--- config.mk ---
export PLATFORM = sky130hd
export DESIGN_NAME = mem_stage_async_flat
export DESIGN_NICKNAME = d
export VERILOG_FILES = /design/src/rtl/mem_stage_async_if.sv /design/src/rtl/mem_stage_async.sv /design/src/flat_wrapper.sv
export SDC_FILE = /design/constraint.sdc
export NUM_CORES = 1
export LEC_CHECK = 0
export ABC_AREA = 1
export BUFFER_PORTS_ARGS = -buffer_cell sky130_fd_sc_hd__buf_2
export CORE_AREA = 2 2 168 170
export DETAILED_ROUTE_END_ITERATION = 12
export DIE_AREA = 0 0 170 172
export HOLD_SLACK_MARGIN = 0.1
export PLACE_DENSITY = 0.67
export SYNTH_ARGS = -nofsm -noshare
export SYNTH_HDL_FRONTEND = slang
export SYNTH_SLANG_ARGS = --single-unit
--- constraint.sdc ---
create_clock -name clk -period 1.9 [get_ports clk]
set_clock_uncertainty 0.15 [all_clocks]
set_input_delay 0.095 -clock clk [delete_from_list [all_inputs] [get_ports clk]]
set_output_delay 0.095 -clock clk [all_outputs]
set_load 0.05 [all_outputs]
--- src/rtl/mem_stage_async_if.sv ---
// EX -> MEM pipeline bus for the asynchronous MEM stage.
//   master : EX side, drives the instruction fields and es2ms_valid
//   slave  : MEM side, drives ms_allowin back to EX
interface mem_stage_async_if #(
    parameter int XLEN      = 32,
    parameter int PAYLOAD_W = 118
);
    logic                 es2ms_valid;
    logic                 ms_allowin;
    logic                 es2ms_rf_we;
    logic [4:0]           es2ms_rf_waddr;
    logic [XLEN-1:0]      es2ms_result;
    logic                 es2ms_is_load;
    logic [1:0]           es2ms_ld_size;
    logic                 es2ms_ld_sign;
    logic                 es2ms_mem_req;
    logic                 es2ms_ex;
    logic [PAYLOAD_W-1:0] es2ms_payload;

    modport master (
        output es2ms_valid, es2ms_rf_we, es2ms_rf_waddr, es2ms_result,
               es2ms_is_load, es2ms_ld_size, es2ms_ld_sign, es2ms_mem_req,
               es2ms_ex, es2ms_payload,
        input  ms_allowin
    );

    modport slave (
        input  es2ms_valid, es2ms_rf_we, es2ms_rf_waddr, es2ms_result,
               es2ms_is_load, es2ms_ld_size, es2ms_ld_sign, es2ms_mem_req,
               es2ms_ex, es2ms_payload,
        output ms_allowin
    );
endinterface

--- src/rtl/mem_stage_async.sv ---
// MEM pipeline stage with a variable-latency data memory.
// Holds the instruction until its data_ok arrives, buffers a response that
// arrives while WB is stalled, extracts/sign-extends load data, drops
// responses belonging to flushed instructions, and drives the ID forwarding
// and interlock bus.
// Ports:
//   clk, resetn          clock, synchronous active-low reset
//   es_bus (slave)       EX -> MEM instruction bus and ms_allowin
//   es_req_inflight      EX holds an accepted request not yet in MEM
//   data_sram_*          response strobe and data
//   ms2ws_*, ws_allowin  MEM -> WB handshake and fields
//   ms_fwd_*             forwarding / load-use interlock to ID
//   ms_ex, ws_ex         exception out, flush in
module mem_stage_async #(
    parameter int XLEN      = 32,
    parameter int PAYLOAD_W = 118,
    parameter int DISCARD_W = 2
) (
    input  logic                 clk,
    input  logic                 resetn,
    mem_stage_async_if.slave     es_bus,
    input  logic                 es_req_inflight,
    input  logic                 data_sram_data_ok,
    input  logic [XLEN-1:0]      data_sram_rdata,
    output logic                 ms2ws_valid,
    input  logic                 ws_allowin,
    output logic                 ms2ws_rf_we,
    output logic [4:0]           ms2ws_rf_waddr,
    output logic [XLEN-1:0]      ms2ws_rf_wdata,
    output logic [XLEN-1:0]      ms2ws_result,
    output logic [PAYLOAD_W-1:0] ms2ws_payload,
    output logic                 ms_fwd_we,
    output logic [4:0]           ms_fwd_waddr,
    output logic [XLEN-1:0]      ms_fwd_wdata,
    output logic                 ms_fwd_busy,
    output logic                 ms_ex,
    input  logic                 ws_ex
);
    localparam int OFF_W = $clog2(XLEN/8);

    logic                 ms_valid;
    logic                 ms_allowin;
    logic                 ms_ready_go;
    logic                 live_ok;
    logic                 rf_we_r;
    logic [4:0]           rf_waddr_r;
    logic [XLEN-1:0]      result_r;
    logic                 is_load_r;
    logic [1:0]           ld_size_r;
    logic                 ld_sign_r;
    logic                 mem_req_r;
    logic                 ex_r;
    logic [PAYLOAD_W-1:0] payload_r;
    logic                 data_got;
    logic [XLEN-1:0]      data_buf;
    logic [DISCARD_W-1:0] discard_cnt;
    logic [DISCARD_W-1:0] discard_inc;
    logic [DISCARD_W-1:0] discard_dec;
    logic [XLEN-1:0]      ld_data;
    logic [XLEN-1:0]      ld_shift;
    logic [XLEN-1:0]      ld_mask;
    logic                 ld_top;
    logic [XLEN-1:0]      ld_ext;
    logic [XLEN-1:0]      rf_wdata;

    // A strobe only belongs to the current instruction once every stale
    // response owed to flushed instructions has been drained.
    assign live_ok     = data_sram_data_ok & (discard_cnt == '0);
    assign ms_ready_go = ex_r | ~mem_req_r | data_got | live_ok;
    assign ms_allowin  = ~ms_valid | (ms_ready_go & ws_allowin);
    assign es_bus.ms_allowin = ms_allowin;
    assign ms2ws_valid = ms_valid & ms_ready_go;

    always_ff @(posedge clk) begin
        if (!resetn) begin
            ms_valid <= 1'b0;
        end else if (ws_ex) begin
            ms_valid <= 1'b0;
        end else if (ms_allowin) begin
            ms_valid <= es_bus.es2ms_valid;
        end
    end

    always_ff @(posedge clk) begin
        if (!resetn) begin
            rf_we_r    <= 1'b0;
            rf_waddr_r <= '0;
            result_r   <= '0;
            is_load_r  <= 1'b0;
            ld_size_r  <= '0;
            ld_sign_r  <= 1'b0;
            mem_req_r  <= 1'b0;
            ex_r       <= 1'b0;
            payload_r  <= '0;
        end else if (es_bus.es2ms_valid & ms_allowin & ~ws_ex) begin
            rf_we_r    <= es_bus.es2ms_rf_we;
            rf_waddr_r <= es_bus.es2ms_rf_waddr;
            result_r   <= es_bus.es2ms_result;
            is_load_r  <= es_bus.es2ms_is_load;
            ld_size_r  <= es_bus.es2ms_ld_size;
            ld_sign_r  <= es_bus.es2ms_ld_sign;
            mem_req_r  <= es_bus.es2ms_mem_req;
            ex_r       <= es_bus.es2ms_ex;
            payload_r  <= es_bus.es2ms_payload;
        end
    end

    // A response that cannot be handed to WB immediately is parked here;
    // ms_allowin covers both "instruction leaves" and "new one enters".
    always_ff @(posedge clk) begin
        if (!resetn) begin
            data_got <= 1'b0;
            data_buf <= '0;
        end else if (ws_ex | ms_allowin) begin
            data_got <= 1'b0;
        end else if (ms_valid & mem_req_r & ~data_got & live_ok & ~ws_allowin) begin
            data_got <= 1'b1;
            data_buf <= data_sram_rdata;
        end
    end

    // On a flush, every request still owed a response becomes stale: the
    // MEM instruction's (unless its response is arriving right now) and
    // the one EX already issued.
    always_comb begin
        discard_inc = '0;
        if (ws_ex) begin
            discard_inc = DISCARD_W'(ms_valid & mem_req_r & ~data_got & ~live_ok)
                        + DISCARD_W'(es_req_inflight);
        end
        discard_dec = DISCARD_W'(data_sram_data_ok & (discard_cnt != '0));
    end

    always_ff @(posedge clk) begin
        if (!resetn) begin
            discard_cnt <= '0;
        end else begin
            discard_cnt <= discard_cnt + discard_inc - discard_dec;
        end
    end

    assign ld_data  = data_got ? data_buf : data_sram_rdata;
    assign ld_shift = ld_data >> {result_r[OFF_W-1:0], 3'b000};

    // Mask selects the loaded width; bits above it take the extension bit.
    always_comb begin
        ld_mask = '0;
        ld_top  = 1'b0;
        case (ld_size_r)
            2'd0: begin ld_mask = XLEN'(8'hff);         ld_top = ld_shift[7];  end
            2'd1: begin ld_mask = XLEN'(16'hffff);      ld_top = ld_shift[15]; end
            2'd2: begin ld_mask = XLEN'(32'hffff_ffff); ld_top = ld_shift[31]; end
            default: begin
                if (XLEN == 64) begin
                    ld_mask = '1;
                    ld_top  = ld_shift[XLEN-1];
                end
            end
        endcase
        ld_ext = (ld_shift & ld_mask) | ({XLEN{ld_sign_r & ld_top}} & ~ld_mask);
    end

    assign rf_wdata       = is_load_r ? ld_ext : result_r;
    assign ms2ws_rf_we    = rf_we_r & ~ex_r;
    assign ms2ws_rf_waddr = rf_waddr_r;
    assign ms2ws_rf_wdata = rf_wdata;
    assign ms2ws_result   = result_r;
    assign ms2ws_payload  = payload_r;
    assign ms_fwd_we      = ms_valid & rf_we_r;
    assign ms_fwd_waddr   = rf_waddr_r;
    assign ms_fwd_wdata   = rf_wdata;
    assign ms_fwd_busy    = ms_valid & is_load_r & rf_we_r & ~ms_ready_go;
    assign ms_ex          = ms_valid & ex_r;
endmodule

--- src/flat_wrapper.sv ---
// flat-port wrapper written by rule: the top's interface ports become plain ports
module mem_stage_async_flat 
#(
    parameter int XLEN      = 32,
    parameter int PAYLOAD_W = 118,
    parameter int DISCARD_W = 2
)
  (clk, resetn, es_req_inflight, data_sram_data_ok, data_sram_rdata, ms2ws_valid, ws_allowin, ms2ws_rf_we, ms2ws_rf_waddr, ms2ws_rf_wdata, ms2ws_result, ms2ws_payload, ms_fwd_we, ms_fwd_waddr, ms_fwd_wdata, ms_fwd_busy, ms_ex, ws_ex, es_bus_es2ms_valid, es_bus_es2ms_rf_we, es_bus_es2ms_rf_waddr, es_bus_es2ms_result, es_bus_es2ms_is_load, es_bus_es2ms_ld_size, es_bus_es2ms_ld_sign, es_bus_es2ms_mem_req, es_bus_es2ms_ex, es_bus_es2ms_payload, es_bus_ms_allowin);
  mem_stage_async_if #(.XLEN(XLEN), .PAYLOAD_W(PAYLOAD_W)) es_bus_i ();
  input  logic clk;
  input  logic resetn;
  input  logic es_req_inflight;
  input  logic data_sram_data_ok;
  input  logic [XLEN-1:0] data_sram_rdata;
  output logic ms2ws_valid;
  input  logic ws_allowin;
  output logic ms2ws_rf_we;
  output logic [4:0] ms2ws_rf_waddr;
  output logic [XLEN-1:0] ms2ws_rf_wdata;
  output logic [XLEN-1:0] ms2ws_result;
  output logic [PAYLOAD_W-1:0] ms2ws_payload;
  output logic ms_fwd_we;
  output logic [4:0] ms_fwd_waddr;
  output logic [XLEN-1:0] ms_fwd_wdata;
  output logic ms_fwd_busy;
  output logic ms_ex;
  input  logic ws_ex;
  input wire logic [$bits(es_bus_i.es2ms_valid)-1:0] es_bus_es2ms_valid;
  input wire logic [$bits(es_bus_i.es2ms_rf_we)-1:0] es_bus_es2ms_rf_we;
  input wire logic [$bits(es_bus_i.es2ms_rf_waddr)-1:0] es_bus_es2ms_rf_waddr;
  input wire logic [$bits(es_bus_i.es2ms_result)-1:0] es_bus_es2ms_result;
  input wire logic [$bits(es_bus_i.es2ms_is_load)-1:0] es_bus_es2ms_is_load;
  input wire logic [$bits(es_bus_i.es2ms_ld_size)-1:0] es_bus_es2ms_ld_size;
  input wire logic [$bits(es_bus_i.es2ms_ld_sign)-1:0] es_bus_es2ms_ld_sign;
  input wire logic [$bits(es_bus_i.es2ms_mem_req)-1:0] es_bus_es2ms_mem_req;
  input wire logic [$bits(es_bus_i.es2ms_ex)-1:0] es_bus_es2ms_ex;
  input wire logic [$bits(es_bus_i.es2ms_payload)-1:0] es_bus_es2ms_payload;
  output wire logic [$bits(es_bus_i.ms_allowin)-1:0] es_bus_ms_allowin;
  assign es_bus_i.es2ms_valid = es_bus_es2ms_valid;
  assign es_bus_i.es2ms_rf_we = es_bus_es2ms_rf_we;
  assign es_bus_i.es2ms_rf_waddr = es_bus_es2ms_rf_waddr;
  assign es_bus_i.es2ms_result = es_bus_es2ms_result;
  assign es_bus_i.es2ms_is_load = es_bus_es2ms_is_load;
  assign es_bus_i.es2ms_ld_size = es_bus_es2ms_ld_size;
  assign es_bus_i.es2ms_ld_sign = es_bus_es2ms_ld_sign;
  assign es_bus_i.es2ms_mem_req = es_bus_es2ms_mem_req;
  assign es_bus_i.es2ms_ex = es_bus_es2ms_ex;
  assign es_bus_i.es2ms_payload = es_bus_es2ms_payload;
  assign es_bus_ms_allowin = es_bus_i.ms_allowin;
  mem_stage_async #(.XLEN(XLEN), .PAYLOAD_W(PAYLOAD_W), .DISCARD_W(DISCARD_W)) u_core (.clk(clk), .resetn(resetn), .es_bus(es_bus_i), .es_req_inflight(es_req_inflight), .data_sram_data_ok(data_sram_data_ok), .data_sram_rdata(data_sram_rdata), .ms2ws_valid(ms2ws_valid), .ws_allowin(ws_allowin), .ms2ws_rf_we(ms2ws_rf_we), .ms2ws_rf_waddr(ms2ws_rf_waddr), .ms2ws_rf_wdata(ms2ws_rf_wdata), .ms2ws_result(ms2ws_result), .ms2ws_payload(ms2ws_payload), .ms_fwd_we(ms_fwd_we), .ms_fwd_waddr(ms_fwd_waddr), .ms_fwd_wdata(ms_fwd_wdata), .ms_fwd_busy(ms_fwd_busy), .ms_ex(ms_ex), .ws_ex(ws_ex));
endmodule
==> flow_summary_export.csv, run 1 <==
group,metric,value,unit
run_status,status,"complete, but fails checks",
run_status,violations,"negative setup slack",
critical_path,endpoint_kind,"primary output",
yosys,synth_area,0.00877,mm2
power_and_ir_drop,leakage,0.00846,uW
layout,area_growth_syn_to_layout,112,%
global_route,antenna_found_initial,1,
critical_path,path_class,"register to primary output",
sta,final.setup.worst_slack,-0.617,ns
global_route,track_usage,0.281,
detailed_routing,first_pass_iters,5,
clocking,cts_max_level,4,
global_route,grt_pass1_vias,11600,
floorplan,die_y,172,um
layout,nNetsFinal,2148,
floorplan,dieArea,0.0292,mm2
floorplan,die_w,170,um
yosys,ys_types,34,
sta,worst_pin_slew,0.540,ns
yosys,synth_seq_cells,198,
detailed_routing,drt_iter0_markers,1131,
detailed_routing,wl_per_cell,21.7,um
clocking,cts_sinks,198,
critical_path,required,1.65,ns
clocking,cts_buffers,17,
sta,fin_crit_sh,1.32,
yosys,synth_edf_count,0,
yosys,synth_flop_cell,"dfxtp_1",
power_and_ir_drop,vdd_ir_drop_max,0.530,mV
sta,fmaxAchievable,397,MHz
placed_design,port_buffers,430,
yosys,synth-async-reset-ratio,0,
yosys,ys_warn_count,0,
yosys,seq_area_frac_synth,0.452,
layout,drive_above_1_share,0.557,
power_and_ir_drop,p_per_area,696,mW/mm2
critical_path,cpMaxStageDelayCell,"dfxtp_4",
clocking,cts_tree,"built",
critical_path,critPathMaxFanout,14,
power_and_ir_drop,combPwrFrac,0.362,
power_and_ir_drop,clkPwrFrac,0.289,
power_and_ir_drop,p_int,7970,uW
placed_design,gp_congestion,0.920,
sta,maxSlewHeadroom,0.640,
sta,setup_viol,264,
global_route,grt_max_degree,77,
yosys,synth_area_per_cell,7.08,um2
clocking,clkTransAtPathRegs,0.09,ns
power_and_ir_drop,power_frac_seq,0.350,
critical_path,critical_path.startpoint,"u_core.data_got",
sta,fin_tns_setup,-98.42,ns
yosys,syn_inst,1238,
critical_path,worstReg2RegStart,"u_core.data_got",
floorplan,coreArea,0.0275,mm2
detailed_routing,drc,0,
detailed_routing,vias_per_cell,5.36,
worst_hold_path,hp-start,"es_bus_es2ms_payload[72]",
floorplan,io_pins,431,
power_and_ir_drop,p_switching,4960,uW
power_and_ir_drop,swShare,0.384,
placed_design,hpwl,24200,um
detailed_routing,drtAntennaViolNets,0,
detailed_routing,vias,12300,
clocking,clockBufferDepth,2,
layout,fin_util,0.676,
critical_path,crit_path_start_kind,"register",
global_route,grt_pass1_wl,63400,um
critical_path,critPathArrivalTime,2.27,ns
floorplan,initial_core_util,0.319,
clocking,clockRootBuffer,"clkbuf_16",
clocking,insertion_delay,0.44,ns
critical_path,crit_buf_inv,4,
sta,fin_crit,2.52,ns
floorplan,placementRows,61,
flow_run,max-cap-violations,0,
detailed_routing,wirelength,49900,um
yosys,synth_nets,1446,
critical_path,max_stage_delay,0.44,ns
sta,rsz0062_at_grt,"true",
critical_path,crit_path_cell_trace,"clkinv_8 > buf_4 > buf_4 > nand2_1 > a21oi_2 > o21ai_0 > nor2_1 > nor2_1 > a21oi_4 > buf_6",
critical_path,cp_top_family,"buffers and inverters",
worst_hold_path,holdCritPathClass,"input pin to register",
sta,hold_violations,0,
sta,finalMaxSlewViolations,0,
global_route,gr-total-overflow,0,
==> cells in the mapped netlist, types with 2 or more instances <==
library cell,count,area (um2)
a21oi_2,10,87.6
nand3_4,2,35.0
nor3_2,2,20.0
o21ai_1,2,10.0
o21a_1,4,30.0
buf_2,27,135
nand2_1,399,1500
buf_4,50,375
nand3_2,3,30.0
buf_6,2,22.5
ha_1,7,87.6
inv_1,78,293
nand3_1,15,75.1
inv_2,4,15.0
o22ai_1,5,31.3
o21ai_0,102,510
dfxtp_1,198,3960
clkbuf_1,41,154
a21oi_1,219,1100
clkinv_1,2,7.51
nor2_1,52,195
clkbuf_4,2,15.0
==> layout by cell type (no fill, tap or decap), drive strengths merged, types with 7 or more instances in the layout <==
master / instances
nor2: 52
nand3: 20
dlygate4sd3: 200
a21oi: 229
o21ai: 104
inv: 89
clkinv: 9
clkbuf: 32
dfxtp: 198
buf: 590
nand2: 399
ha: 7
==> cells by family (layout without fill, tap and decap cells) <==
group | after synthesis | in the layout | share of synthesized area
DFF | 198 | 198 | 0.452
adders and majority gates | 7 | 7 | 0.00999
other | 0 | 1 | 0
xor gates and xnor gates | 2 | 2 | 0.00200
buffers and inverters | 207 | 922 | 0.116
AOI/OAI and AO/OA | 347 | 347 | 0.206
and+or+nand+nor | 477 | 477 | 0.214
==> routing by layer <==
| layer | up-vias | global-route usage | share of wire | wire, um |
|---|---|---|---|---|
| met4 | 0 | 0.175 | 0.061 | 3060 |
| met3 | 235 | 0.0634 | 0.074 | 3690 |
| met1 | 5823 | 0.318 | 0.36 | 18000 |
| met2 | 888 | 0.481 | 0.50 | 25200 |
| li1 | 5375 | - | - | - |
| met5 | - | 0 | 0 | 0 |
==> worst reg2reg max path, delay by kind of cell, from the launching register on <==
| family | cells | cell delay [ns] |
|---|---|---|
| buffers and inverters | 9 | 1.10 |
| and+or+nand+nor | 5 | 0.53 |
| DFF | 1 | 0.40 |
| AOI/OAI and AO/OA | 1 | 0.08 |
==> area by class of cell <==
| type | count | area (um2) |
|---|---|---|
| clock inverters | 14 | 139 |
| well taps | 346 | 433 |
| repair inverters | 2 | 36.3 |
| repair buffers | 804 | 7150 |
| fillers | 1821 | 8910 |
| inverters | 84 | 349 |
| diodes | 1 | 2.50 |
| clock buffers | 18 | 439 |
| flip-flops and latches | 198 | 3980 |
| multi-input cells | 833 | 6030 |
==> power groups by stage <==
stage / Clock (uW) / Sequential [uW] / Combinational [uW]
final: 3730 / 4520 / 4680
after global routing: 3920 / 4540 / 4840
after CTS: 3730 / 4470 / 4070
after detailed placement: 0 / 4550 / 3030
after global placement: 0 / 4550 / 3010
after floorplan: 0 / 5090 / 1660
==> flip-flops by register name (all words and copies together), names as in the netlist <==
name / flops
u_core.discard_cnt: 2
u_core.is_load_r: 1
u_core.data_buf: 32
u_core.ms2ws_result: 32
u_core.ms2ws_rf_waddr: 5
u_core.data_got: 1
u_core.mem_req_r: 1
u_core.ms2ws_payload: 118
u_core.ms_valid: 1
u_core.rf_we_r: 1
u_core.ld_size_r: 2
u_core.ld_sign_r: 1
u_core.ex_r: 1
==> path summary, 6_finish.rpt <==
path,end,slack [ns],depth (start not counted)
setup / recovery,ms2ws_rf_wdata[8],-0.62,10
hold / removal,u_core.ms2ws_payload[72],0.29,4
setup reg to reg,u_core.ms2ws_payload[57],-0.51,15
hold reg to reg,u_core.data_buf[9],0.31,2
==> stage by stage <==
stage                     setup WS [ns]  area (um2)  instances  power (uW)  hold slack [ns]
final                            -0.617       18600       2300       12900            0.288
after global routing             -0.707       18600       2300       13300            0.295
after CTS                        -0.537       16800       2278       12300            0.247
after detailed placement         -0.298       11900       1976        7580            0.199
after global placement           -0.242       11900       1976        7550            0.193
after floorplan                  -0.331        9230       1238        6750           0.0160
==> what timing repair did <==
action | CTS | global route
pin swaps | 78 | 129
endpoints found under the hold margin | 198 | 0
cloned | 31 | 17
gates resized for setup | 382 | 483
hold buffers | 200 | 0
endpoints found under the setup margin | 141 | 264
buffers inserted | 41 | 30
Note: power is estimated with default switching activity, not from simulation.
==> run 2: changes to the inputs <==
--- a/config.mk
+++ b/config.mk
@@ -7,11 +7,13 @@
 export LEC_CHECK = 0
 export ABC_AREA = 1
 export BUFFER_PORTS_ARGS = -buffer_cell sky130_fd_sc_hd__buf_2
-export CORE_AREA = 2 2 168 170
+export CELL_PAD_IN_SITES_DETAIL_PLACEMENT = 0
+export CELL_PAD_IN_SITES_GLOBAL_PLACEMENT = 1
+export CORE_ASPECT_RATIO = 1.5
+export CORE_UTILIZATION = 31
 export DETAILED_ROUTE_END_ITERATION = 12
-export DIE_AREA = 0 0 170 172
 export HOLD_SLACK_MARGIN = 0.1
-export PLACE_DENSITY = 0.67
+export PLACE_DENSITY = 0.88
 export SYNTH_ARGS = -nofsm -noshare
 export SYNTH_HDL_FRONTEND = slang
 export SYNTH_SLANG_ARGS = --single-unit
==> flow_summary_export.csv, run 2 (same netlist as run 1, synthesis figures left out) <==
group,metric,value,unit
clocking,clockRootBuffer,"clkbuf_16",
flow_run,max-cap-violations,0,
layout,drive_above_1_share,0.365,
floorplan,die_w,139,um
global_route,grt_max_degree,104,
critical_path,rrSetupSlack,-0.13,ns
global_route,antenna_found_initial,1,
placed_design,hpwl,25500,um
sta,fin_crit,2.45,ns
clocking,cts_sinks,198,
floorplan,io_pins,431,
critical_path,crit_path_start_kind,"register",
critical_path,path_class,"register to primary output",
layout,final_cell_mix,"386 x nand2_1, 363 x buf_2, 200 x dlygate4sd3_1, 193 x dfxtp_1, 192 x a21oi_1",
clocking,clkTransAtPathRegs,0.08,ns
detailed_routing,drc,0,
floorplan,dieArea,0.0290,mm2
clocking,clockBufferDepth,2,
critical_path,required,1.65,ns
placed_design,place_inst,1974,
detailed_routing,vias_per_cell,4.92,
run_status,violations,"negative setup slack",
power_and_ir_drop,vdd_ir_drop_max,0.696,mV
detailed_routing,wirelength,38700,um
power_and_ir_drop,total_power,12100,uW
placed_design,gp_congestion,0.904,
critical_path,endpoint_kind,"primary output",
worst_hold_path,whs_path_depth,4,
global_route,gr-total-overflow,0,
floorplan,initial_core_util,0.315,
global_route,track_usage,0.265,
global_route,grt_pass1_wl,59600,um
critical_path,worstReg2RegStart,"u_core.data_got",
layout,n_fill_cell,2434,
critical_path,worstRegToRegCells,11,
clocking,cts_tree,"built",
critical_path,critPathArrivalTime,2.20,ns
detailed_routing,wl_per_cell,17.3,um
sta,fin_crit_sh,1.29,
sta,setup_viol,181,
sta,maxSlewHeadroom,0.638,
sta,fmaxAchievable,409,MHz
detailed_routing,drtAntennaViolNets,0,
floorplan,die_y,208,um
worst_hold_path,holdPathEnd,"u_core.ms2ws_payload[91]",
detailed_routing,first_pass_iters,5,
run_status,status,"complete, but fails checks",
floorplan,coreArea,0.0279,mm2
detailed_routing,vias,11000,
sta,final.setup.worst_slack,-0.547,ns
critical_path,timing.rr.end,"u_core.ms2ws_payload[73]",
sta,worst_pin_slew,0.543,ns
global_route,grt_pass1_vias,11300,
layout,stdcell_count,2238,
layout,largest_reg_flops,118,
sta,rsz0062_at_grt,"true",
sta,hold_violations,0,
power_and_ir_drop,p_per_area,766,mW/mm2
layout,final_common_cell,"nand2_1",
worst_hold_path,hp-start,"es_bus_es2ms_payload[91]",
clocking,insertion_delay,0.45,ns
layout,nNetsFinal,2086,
floorplan,placementRows,75,
critical_path,critPathMaxFanout,8,
worst_hold_path,holdCritPathClass,"input pin to register",
sta,finalMaxSlewViolations,0,
power_and_ir_drop,leakage,0.00720,uW
clocking,cts_buffers,17,
layout,area_growth_syn_to_layout,80.2,%
detailed_routing,drt_iter0_markers,697,
placed_design,port_buffers,430,
clocking,cts_max_level,4,
sta,fin_tns_setup,-36.26,ns
-- run 2: cell types whose count changed in the layout (fill, tap and decap cells not counted), sizes merged --
cell,change
bufbuf,+6
bufinv,+1
buf,-52
inv,-1
clkbuf,-14
clkinvlp,-1
clkinv,-1
-- run 2: power by group --
group	total (uW)	internal [uW]	switching [uW]
logic	3890	1500	2390
registers	4470	4340	134
clock network	3750	1910	1840
total	12100	7750	4360
-- run 2: worst max-delay path, cell delays in order, from the launching register on --
cell,delay [ns]
dfxtp_4,0.38
buf_12,0.14
buf_8,0.13
nand2_2,0.05
nand3_2,0.07
nand3_2,0.08
nand3_2,0.10
nand3_4,0.10
nand3_4,0.13
buf_12,0.19
a21oi_4,0.19
buf_6,0.19
-- run 2: what timing repair did --
item | 4_1_cts | 5_1_grt
cloned | 13 | 0
hold endpoints to repair | 198 | 0
buffers inserted | 12 | 7
hold buffers | 200 | 0
pin swaps | 42 | 21
endpoints found under the setup margin | 139 | 264
gates resized for setup | 212 | 77
-- run 2: layer usage --
layer,vias up,track usage,wire (um)
met1,5089,0.287,14600
met5,-,0,0
met4,0,0.183,2460
li1,5236,-,-
met3,140,0.0534,2500
met2,541,0.461,19100
-- run 2: worst max-delay path by stage --
| stage | start | endpoint | slack, ns | depth (start not counted) |
|---|---|---|---|---|
| 4_1_cts | u_core.data_got | ms2ws_rf_wdata[17] | -0.59 | 11 |
| 2_1_floorplan | u_core.ms2ws_result[0] | ms_fwd_wdata[21] | -0.33 | 11 |
| 3_5_place_dp | u_core.data_got | ms_fwd_wdata[13] | -0.23 | 10 |
| 5_1_grt | u_core.data_got | ms2ws_rf_wdata[17] | -0.62 | 11 |
| 6_report | u_core.data_got | ms2ws_rf_wdata[17] | -0.55 | 11 |
| 3_3_place_gp | u_core.data_got | ms2ws_rf_wdata[13] | -0.21 | 10 |
-- run 2: metrics by stage --
stage | area (um2) | hold WS, ns | setup WS, ns | util
2_1_floorplan | 9230 | 0.0160 | -0.331 | -
3_3_place_gp | 11800 | 0.194 | -0.210 | 0.424
3_5_place_dp | 11800 | 0.199 | -0.231 | 0.424
4_1_cts | 15600 | 0.244 | -0.591 | 0.558
5_1_grt | 15800 | 0.263 | -0.621 | 0.567
6_report | 15800 | 0.270 | -0.547 | 0.567
-- run 2: final cells by class --
type | instances | area (um2) | share of cell area
clock inverters | 14 | 161 | 0.0102
inverters | 84 | 338 | 0.0214
flip-flops and latches | 198 | 3980 | 0.252
repair buffers | 744 | 6040 | 0.382
clock buffers | 18 | 439 | 0.0278
well taps | 346 | 433 | 0.0274
diodes | 1 | 2.50 | 0.000158
multi-input cells | 833 | 4420 | 0.280
==> run 3: changes to the inputs <==
--- a/config.mk
+++ b/config.mk
@@ -14,6 +14,7 @@
 export DETAILED_ROUTE_END_ITERATION = 12
 export HOLD_SLACK_MARGIN = 0.1
 export PLACE_DENSITY = 0.88
+export REMOVE_ABC_BUFFERS = 1
 export SYNTH_ARGS = -nofsm -noshare
 export SYNTH_HDL_FRONTEND = slang
 export SYNTH_SLANG_ARGS = --single-unit
==> flow_summary_export.csv, run 3 (same netlist as run 1, synthesis figures left out) <==
group,metric,value,unit
layout,largest_reg_flops,118,
floorplan,io_pins,431,
clocking,cts_tree,"built",
clocking,clockBufferDepth,2,
floorplan,die_w,139,um
clocking,clkTransAtPathRegs,0.08,ns
detailed_routing,wirelength,46500,um
detailed_routing,first_pass_iters,5,
critical_path,worstReg2RegStart,"u_core.data_got",
critical_path,critPathArrivalTime,2.28,ns
placed_design,gp_congestion,0.941,
global_route,gr-total-overflow,0,
placed_design,hpwl,22100,um
global_route,grt_pass1_vias,11100,
critical_path,timing.rr.end,"u_core.ms2ws_payload[96]",
floorplan,dieArea,0.0290,mm2
sta,worst_pin_slew,0.614,ns
layout,final_common_cell,"buf_2",
flow_run,max-cap-violations,0,
sta,fin_crit_sh,1.33,
sta,setup_viol,256,
worst_hold_path,holdCritPathClass,"input pin to register",
detailed_routing,vias_per_cell,5.26,
critical_path,critical_path.startpoint,"u_core.data_got",
layout,final_cell_mix,"363 x buf_2, 212 x nand2_1, 200 x dlygate4sd3_1, 194 x dfxtp_1, 128 x nand2_4",
sta,fin_crit,2.53,ns
power_and_ir_drop,leakage,0.00830,uW
critical_path,worstRegToRegCells,13,
run_status,violations,"negative setup slack",
detailed_routing,wl_per_cell,20.5,um
power_and_ir_drop,p_per_area,694,mW/mm2
placed_design,port_buffers,430,
clocking,insertion_delay,0.45,ns
critical_path,path_class,"register to primary output",
sta,fin_tns_setup,-88.22,ns
global_route,grt_pass1_wl,57500,um
sta,rsz0062_at_grt,"true",
floorplan,die_y,208,um
placed_design,place_inst,1955,
clocking,cts_sinks,198,
critical_path,rrSetupSlack,-0.41,ns
clocking,cts_buffers,17,
global_route,antenna_found_initial,6,
clocking,clockRootBuffer,"clkbuf_16",
power_and_ir_drop,vdd_ir_drop_max,0.682,mV
global_route,track_usage,0.253,
critical_path,worstSetupEndpoint,"ms_fwd_wdata[21]",
detailed_routing,drtAntennaViolNets,0,
floorplan,coreArea,0.0279,mm2
layout,area_growth_syn_to_layout,109,%
critical_path,crit_path_start_kind,"register",
detailed_routing,drc,0,
sta,final.setup.worst_slack,-0.630,ns
critical_path,endpoint_kind,"primary output",
layout,stdcell_count,2276,
placed_design,post-place-ws,-0.291,ns
floorplan,initial_core_util,0.315,
critical_path,required,1.65,ns
layout,nNetsFinal,2120,
critical_path,critPathMaxFanout,7,
floorplan,placementRows,75,
sta,fmaxAchievable,395,MHz
sta,hold_violations,0,
sta,hold_ws,0.276,ns
clocking,cts_max_level,4,
detailed_routing,drt_iter0_markers,748,
detailed_routing,vias,12000,
sta,maxSlewHeadroom,0.591,
layout,drive_above_1_share,0.534,
run_status,status,"complete, but fails checks",
global_route,grt_max_degree,81,
sta,finalMaxSlewViolations,0,
## run 3: changes by cell type in the layout (fill, tap and decap cells not counted), sizes merged
cell / before / now
diode: 1 / 5
buf: 538 / 555
clkinvlp: 1 / 3
bufbuf: 6 / 0
clkinv: 8 / 6
clkbuf: 18 / 41
## run 3: through the flow
| step | cell area (um2) | util | power, uW |
|---|---|---|---|
| floorplan | 8070 | - | 6390 |
| global placement | 11300 | 0.407 | 7310 |
| detailed placement | 11300 | 0.407 | 7330 |
| CTS | 15600 | 0.559 | 11900 |
| global route | 18400 | 0.658 | 13100 |
| finish | 18400 | 0.658 | 12700 |
## run 3: timing repair
item,4_1_cts,5_1_grt
setup buffers,20,24
endpoints found under the hold margin,198,0
gates resized for setup,305,552
cloned,19,25
hold buffers,200,0
setup endpoints to repair,175,233
pin swaps,55,146
## run 3: worst min path at each step
stage / startpoint / slack [ns] / end / cells after the start
2_1_floorplan: ws_ex / 0.02 / u_core.data_got / 1
3_3_place_gp: es_bus_es2ms_payload[58] / 0.19 / u_core.ms2ws_payload[58] / 3
3_5_place_dp: es_bus_es2ms_result[27] / 0.20 / u_core.ms2ws_result[27] / 3
4_1_cts: es_bus_es2ms_payload[5] / 0.24 / u_core.ms2ws_payload[5] / 4
5_1_grt: ws_ex / 0.27 / u_core.data_got / 3
6_report: es_bus_es2ms_payload[30] / 0.28 / u_core.ms2ws_payload[30] / 4
## run 3: report_power, final
group	total (uW)	switching, uW	internal [uW]
Combinational	4510	2740	1760
Sequential	4520	180	4340
Clock	3710	1810	1900
## run 3: final cells by class
class	instances	area, um2
Antenna cell	5	12.5
Clock buffer	20	447
Clock inverter	12	134
Fill cell	1902	9520
Inverter	84	343
Multi-Input combinational cell	833	6010
Sequential cell	198	3970
Tap cell	346	433
Timing Repair Buffer	776	6950
Timing Repair inverter	2	50.0
## run 3: critical path, stage by stage, from the launching register on
cell	delay [ns]
dfxtp_4	0.37
inv_6	0.09
buf_12	0.13
nand2_4	0.06
nand2_2	0.09
nand2_2	0.07
nand2_2	0.08
nand3_2	0.08
nand3_4	0.10
nand3_4	0.15
buf_12	0.20
a21oi_4	0.21
buf_6	0.19
## run 3: routing by layer
layer | GRT usage | wire (um) | vias up
met5 | 0 | 10 | -
met2 | 0.457 | 24500 | 716
met1 | 0.262 | 16100 | 5711
met3 | 0.0493 | 2930 | 213
li1 | - | - | 5323
met4 | 0.176 | 3090 | 2
